## src/rtl/an_sec_seq_locator_pkg.sv

```systemverilog
// Shared constants, width helpers and FSM state type
// for the AN-code sequential single-error locator.
package an_code_pkg;

  localparam int AN_A    = 4547;
  localparam int AN_CW_W = 29;

  function automatic int rw_of(input int a);
    return $clog2(a);
  endfunction

  function automatic int lw_of(input int cw);
    return $clog2(cw + 1) + 1;
  endfunction

  typedef enum logic [1:0] {
    IDLE,
    SEARCH,
    DONE
  } state_t;

endpackage

```

## src/rtl/an_sec_seq_locator_if.sv

```systemverilog
// Request/result handshake bundle for the locator.
// slave: locator side; master: producer/consumer side.
interface an_sec_seq_locator_if
  import an_code_pkg::*;
#(
  parameter int CW_W = AN_CW_W,
  parameter int R_W  = rw_of(AN_A),
  parameter int L_W  = lw_of(AN_CW_W)
);

  logic            in_valid;
  logic            in_ready;
  logic [R_W-1:0]  s_in;
  logic [CW_W-1:0] cw_in;
  logic            out_valid;
  logic            out_ready;
  logic [L_W-1:0]  loc;
  logic            no_err;
  logic            uncorr;
  logic [CW_W-1:0] cw_out;

  modport slave (
    input  in_valid, s_in, cw_in, out_ready,
    output in_ready, out_valid, loc,
    output no_err, uncorr, cw_out
  );

  modport master (
    output in_valid, s_in, cw_in, out_ready,
    input  in_ready, out_valid, loc,
    input  no_err, uncorr, cw_out
  );

endinterface

```

## src/rtl/an_sec_seq_locator_pow2_mod_step.sv

```systemverilog
// Combinational step p -> 2p mod A for p < A.
// Ports: p (residue in), p2 (doubled residue out).
module an_pow2_mod_step #(
  parameter int A   = 4547,
  parameter int R_W = 13
) (
  input  logic [R_W-1:0] p,
  output logic [R_W-1:0] p2
);

  localparam logic [R_W:0] AV = (R_W + 1)'(A);

  logic [R_W:0] d;
  logic [R_W:0] q;

  // p < A, so 2p < 2A and one subtract is enough
  assign d  = {p, 1'b0};
  assign q  = (d >= AV) ? d - AV : d;
  assign p2 = q[R_W-1:0];

endmodule

```

## src/rtl/an_sec_seq_locator.sv

```systemverilog
// Sequential single-error locator/corrector for AN codes.
// Ports: clk, rst (async high), io (slave handshake bundle).
module an_sec_seq_locator
  import an_code_pkg::*;
#(
  parameter int A    = AN_A,
  parameter int CW_W = AN_CW_W,
  parameter int R_W  = rw_of(A),
  parameter int L_W  = lw_of(CW_W)
) (
  input  logic                  clk,
  input  logic                  rst,
  an_sec_seq_locator_if.slave   io
);

  localparam int K_W = L_W - 1;
  localparam logic [R_W-1:0] AR   = R_W'(A);
  localparam logic [K_W-1:0] KMAX = K_W'(CW_W);
  localparam logic [K_W-1:0] K1   = K_W'(1);

  state_t          state;
  logic [R_W-1:0]  s_q;
  logic [R_W-1:0]  p;
  logic [R_W-1:0]  p2;
  logic [CW_W-1:0] cw_q;
  logic [CW_W-1:0] bit_k;
  logic [K_W-1:0]  k;
  logic [L_W-1:0]  kx;

  an_pow2_mod_step #(
    .A   (A),
    .R_W (R_W)
  ) u_step (
    .p  (p),
    .p2 (p2)
  );

  assign io.in_ready = (state == IDLE) & ~rst;
  assign kx    = {1'b0, k};
  assign bit_k = CW_W'(1) << (k - K1);

  always_ff @(posedge clk or posedge rst) begin
    if (rst) begin
      state        <= IDLE;
      s_q          <= '0;
      cw_q         <= '0;
      p            <= '0;
      k            <= '0;
      io.out_valid <= 1'b0;
      io.loc       <= '0;
      io.no_err    <= 1'b0;
      io.uncorr    <= 1'b0;
      io.cw_out    <= '0;
    end else begin
      unique case (state)
        IDLE: begin
          if (io.in_valid) begin
            s_q  <= io.s_in;
            cw_q <= io.cw_in;
            p    <= R_W'(1);
            k    <= K1;
            if (io.s_in == '0) begin
              state        <= DONE;
              io.out_valid <= 1'b1;
              io.loc       <= '0;
              io.no_err    <= 1'b1;
              io.uncorr    <= 1'b0;
              io.cw_out    <= io.cw_in;
            end else if (io.s_in >= AR) begin
              state        <= DONE;
              io.out_valid <= 1'b1;
              io.loc       <= '0;
              io.no_err    <= 1'b0;
              io.uncorr    <= 1'b1;
              io.cw_out    <= io.cw_in;
            end else begin
              state <= SEARCH;
            end
          end
        end
        SEARCH: begin
          if (s_q == p) begin
            state        <= DONE;
            io.out_valid <= 1'b1;
            io.loc       <= kx;
            io.no_err    <= 1'b0;
            io.uncorr    <= 1'b0;
            io.cw_out    <= cw_q - bit_k;
          end else if (s_q == AR - p) begin
            state        <= DONE;
            io.out_valid <= 1'b1;
            io.loc       <= -kx;
            io.no_err    <= 1'b0;
            io.uncorr    <= 1'b0;
            io.cw_out    <= cw_q + bit_k;
          end else if (k == KMAX) begin
            state        <= DONE;
            io.out_valid <= 1'b1;
            io.loc       <= '0;
            io.no_err    <= 1'b0;
            io.uncorr    <= 1'b1;
            io.cw_out    <= cw_q;
          end else begin
            p <= p2;
            k <= k + K1;
          end
        end
        DONE: begin
          if (io.out_ready) begin
            state        <= IDLE;
            io.out_valid <= 1'b0;
          end
        end
        default: state <= IDLE;
      endcase
    end
  end

endmodule
```

## src/flat_wrapper.sv

```systemverilog
// flat-port wrapper written by rule: the top's interface ports become plain ports
module an_sec_seq_locator_flat import an_code_pkg::*;
#(
  parameter int A    = AN_A,
  parameter int CW_W = AN_CW_W,
  parameter int R_W  = rw_of(A),
  parameter int L_W  = lw_of(CW_W)
)
  (clk, rst, io_in_valid, io_s_in, io_cw_in, io_out_ready, io_in_ready, io_out_valid, io_loc, io_no_err, io_uncorr, io_cw_out);
  an_sec_seq_locator_if #(.CW_W(CW_W), .R_W(R_W), .L_W(L_W)) io_i ();
  input  logic clk;
  input  logic rst;
  input wire logic [$bits(io_i.in_valid)-1:0] io_in_valid;
  input wire logic [$bits(io_i.s_in)-1:0] io_s_in;
  input wire logic [$bits(io_i.cw_in)-1:0] io_cw_in;
  input wire logic [$bits(io_i.out_ready)-1:0] io_out_ready;
  output wire logic [$bits(io_i.in_ready)-1:0] io_in_ready;
  output wire logic [$bits(io_i.out_valid)-1:0] io_out_valid;
  output wire logic [$bits(io_i.loc)-1:0] io_loc;
  output wire logic [$bits(io_i.no_err)-1:0] io_no_err;
  output wire logic [$bits(io_i.uncorr)-1:0] io_uncorr;
  output wire logic [$bits(io_i.cw_out)-1:0] io_cw_out;
  assign io_i.in_valid = io_in_valid;
  assign io_i.s_in = io_s_in;
  assign io_i.cw_in = io_cw_in;
  assign io_i.out_ready = io_out_ready;
  assign io_in_ready = io_i.in_ready;
  assign io_out_valid = io_i.out_valid;
  assign io_loc = io_i.loc;
  assign io_no_err = io_i.no_err;
  assign io_uncorr = io_i.uncorr;
  assign io_cw_out = io_i.cw_out;
  an_sec_seq_locator #(.A(A), .CW_W(CW_W), .R_W(R_W), .L_W(L_W)) u_core (.clk(clk), .rst(rst), .io(io_i));
endmodule
```

## config.mk

```make
export PLATFORM = sky130hd
export DESIGN_NAME = an_sec_seq_locator_flat
export DESIGN_NICKNAME = d
export VERILOG_FILES = /design/src/rtl/an_sec_seq_locator_pkg.sv /design/src/rtl/an_sec_seq_locator_if.sv /design/src/rtl/an_sec_seq_locator_pow2_mod_step.sv /design/src/rtl/an_sec_seq_locator.sv /design/src/flat_wrapper.sv
export SDC_FILE = /design/constraint.sdc
export NUM_CORES = 1
export LEC_CHECK = 0
export BUFFER_PORTS_ARGS = -buffer_cell sky130_fd_sc_hd__buf_2
export CORE_ASPECT_RATIO = 1.4
export CORE_MARGIN = 2
export CORE_UTILIZATION = 65
export DETAILED_ROUTE_END_ITERATION = 6
export PLACE_DENSITY = 0.87
export SETUP_SLACK_MARGIN = 0.2
export SLEW_MARGIN = 15
export SYNTH_ARGS = -nofsm -noshare
export SYNTH_HDL_FRONTEND = slang
export SYNTH_SLANG_ARGS = --single-unit
```

## constraint.sdc

```tcl
create_clock -name clk -period 8.4 [get_ports clk]
set_clock_uncertainty 0.2 [all_clocks]
set_input_delay 2.1 -clock clk [delete_from_list [all_inputs] [get_ports clk]]
set_output_delay 2.1 -clock clk [all_outputs]
set_load 0.03 [all_outputs]
```

==> flow_summary.json <==
{
  "cp-start-kind": "register",
  "core_area_um2": 12900,
  "rsz0062_at_grt": "no",
  "crit_chain": "inv_1 -> ha_1 -> nand2b_1 -> a221oi_1 -> a21oi_1 -> o21ai_1 -> nand2_1 -> fa_1 -> o21bai_1 -> o2111ai_1 -> a31oi_1 -> nand4_1 -> a311oi_1 -> a31oi_1 -> o31ai_1 -> xnor2_1 -> o211ai_1 -> o311ai_0 -> a22o_1",
  "grt_usage_pct": 39.9,
  "cts_buffer_depth": 2,
  "required_ns": 8.46,
  "yosysWarnings": 0,
  "die_x_um": 101,
  "num-nets-final": 1291,
  "drt_iter0_markers": 690,
  "postCtsSetupRepairBufs": 0,
  "hold_viol": 0,
  "postCtsHoldBufs": 0,
  "cp_max_fo": 12,
  "dp.cells": 1321,
  "portBuffers": 84,
  "worst_path_most_repeated_cell": "a31oi_1",
  "hold_slack_ns": 0.278,
  "postSynth.asyncResetShare_pct": 100,
  "clk_latency_ns": 0.37,
  "syn_inst": 1145,
  "die_area_um2": 14200,
  "wl_per_cell_um": 20.8,
  "cts_made_buffers": 9,
  "ys_seq_elements": 100,
  "grt.overflow.total": 0,
  "cp.arrival_ns": 5.86,
  "synth-main-ff-cell": "dfrtp_1",
  "pin_count": 85,
  "remaining_drc_errors": 0,
  "die_h_um": 140,
  "power.leakage_nw": 4.51,
  "cp_num_buf_inv": 1,
  "area_growth_pct": 8.26,
  "grt_pass1_wl_um": 44200,
  "drt-total-wl_um": 27800,
  "ir_drop_v": 0.000288,
  "seq_area_frac_synth_pct": 29.0,
  "cts_resized": 0,
  "layout_commonest_cell": "nand2_1",
  "fill_cells": 1083,
  "slew_viol_final": 0,
  "cts_tree": "yes",
  "path_delay_family": "compound AO/OA/AOI/OAI gates",
  "cp_slowest_cell": "dfrtp_1",
  "slowest_delay_ns": 0.52,
  "grt_max_degree": 66,
  "powerDensity_nw_per_um2": 389,
  "num_rows": 49,
  "layout-drive-gt1-share_pct": 11.1,
  "hp-class": "register to register",
  "antenna_found_initial": 0,
  "viasPerCell": 6.63,
  "period_share_pct": 69.0,
  "cts_root_buf": "clkbuf_16",
  "num_antenna_cells": 0,
  "synth_area_per_cell_um2": 7.52,
  "fmax_ghz": 0.172,
  "worst_pin_slew_ns": 1.11,
  "finalNonFillerCells": 1337,
  "drv_cap": 0,
  "syn_nets": 1257,
  "vias": 8861,
  "path_clk_slew_ns": 0.08,
  "setup-violations-final": 0,
  "drtPass1Iterations": 6,
  "max-slew-margin-rel_pct": 25.9,
  "final_cell_mix": "nand2_1, a21oi_1, dfrtp_1",
  "synth_edf_count": 0,
  "cp-end-kind": "register",
  "grt_pass1_vias": 8777,
  "status": "completed",
  "start_util_pct": 66.9,
  "fin_tns_setup_ns": 0,
  "utilization_pct": 72.4,
  "gp_congestion": 1.02,
  "drtAntennaViolNets": 0,
  "cts_sinks": 100,
  "syn_area_um2": 8610,
  "hpwlAfterDp_um": 19700,
  "yosysUniqueCellTypes": 76,
  "h-tree-depth": 3,
  "worstSetupPathType": "register to register",
  "min_period_ns": 5.80
}
-- worst register-to-register path, stage by stage (launching register included) --
cell and delay (ns):
dfrtp_1 0.52, inv_1 0.20, ha_1 0.37, nand2b_1 0.16
a221oi_1 0.34, a21oi_1 0.10, o21ai_1 0.45, nand2_1 0.21
fa_1 0.48, o21bai_1 0.21, o2111ai_1 0.17, a31oi_1 0.32
nand4_1 0.20, a311oi_1 0.47, a31oi_1 0.20, o31ai_1 0.33
xnor2_1 0.16, o211ai_1 0.21, o311ai_0 0.19, a22o_1 0.21
-- flip-flops by register name (all words and copies together) (netlist names) --
register	flops
u_core.cw_q	29
u_core.io.cw_out	29
u_core.io.loc	6
u_core.io.no_err	1
u_core.io.out_valid	1
u_core.io.uncorr	1
u_core.k	5
u_core.p	13
u_core.s_q	13
u_core.state	2
-- final timing paths --
path	start	endpoint	slack, ns	cells past startpoint
worst max-delay path	u_core.k[0]	u_core.io.cw_out[28]	2.60	19
worst min-delay path	u_core.io.cw_out[17]	u_core.io.cw_out[17]	0.28	2
worst max register to register	u_core.k[0]	u_core.io.cw_out[28]	2.60	19
worst min register to register	u_core.io.cw_out[17]	u_core.io.cw_out[17]	0.28	2
max in group asynchronous	rst	u_core.io.cw_out[6]	5.20	3
min in group asynchronous	rst	u_core.io.cw_out[22]	1.55	2
-- cell usage after synthesis, drive strengths merged (3+ instances only) --
cell	n	area share (%)
and2	7	0.51
a311oi	3	0.31
nor2b	12	0.87
o22ai	8	0.58
o21a	4	0.35
o221ai	8	0.89
nand3	36	2.1
clkbuf	45	2.0
a21oi	107	6.3
o21ai	84	4.9
a221oi	13	1.4
or3	3	0.22
a22oi	3	0.26
nor3	16	0.93
mux2i	7	0.81
a31o	4	0.41
xor2	23	2.3
xnor2	30	3.1
o41ai	3	0.39
nor4	13	1.0
nand2b	19	1.4
a211oi	8	0.90
ha	64	9.3
buf	26	1.6
a21o	16	1.4
inv	64	2.8
nand2	213	9.3
and3	9	0.65
o311ai	5	0.51
o31ai	16	1.4
dfrtp	100	29
o21bai	10	0.87
nand4	9	0.65
nor2	87	3.8
o211ai	18	1.6
a31oi	14	1.0
-- power breakdown --
group / total, mW / leakage [nW] / internal [mW] / switching [mW]
Clock: 0.439 / 0.151 / 0.219 / 0.220
Combinational: 2.30 / 3.11 / 0.783 / 1.51
Sequential: 0.891 / 1.25 / 0.670 / 0.221
Total: 3.62 / 4.51 / 1.67 / 1.95
-- per-layer routing --
| metal | track usage (%) | vias up | part of all wire (%) |
|---|---|---|---|
| met4 | 24.3 | 0 | 6.6 |
| met2 | 69.2 | 471 | 50 |
| met3 | 5.04 | 128 | 7.5 |
| li1 | - | 4104 | - |
| met5 | 0 | - | 0 |
| met1 | 46.0 | 4158 | 36 |
-- cells by family after synthesis --
group	after synthesis	share of synthesized area, %
xor gates and xnor gates	53	5.39
muxes	8	0.944
AOI/OAI and AO/OA	350	26.2
buffers and inverters	135	6.32
and+or+nand+nor	433	22.4
adders and majority gates	66	9.76
DFF	100	29.0
-- cell type report --
| cell class | count | area, um2 | area share (%) |
|---|---|---|---|
| Sequential cell | 100 | 2500 | 26.8 |
| Timing Repair Buffer | 94 | 495 | 5.31 |
| Tap cell | 153 | 191 | 2.05 |
| Clock buffer | 10 | 239 | 2.56 |
| Clock inverter | 6 | 70.1 | 0.751 |
| Inverter | 64 | 243 | 2.60 |
| Multi-Input combinational cell | 910 | 5590 | 59.9 |
-- through the flow --
stage | setup WS (ns) | power [mW] | area, um2
final | 2.60 | 3.62 | 9330
after global routing | 2.22 | 3.88 | 9330
after CTS | 2.78 | 3.57 | 9330
after detailed placement | 2.89 | 3.11 | 9020
after global placement | 2.92 | 3.08 | 9020
after floorplan | 3.35 | 2.54 | 8610
Note: power is estimated with default switching activity, not from simulation.
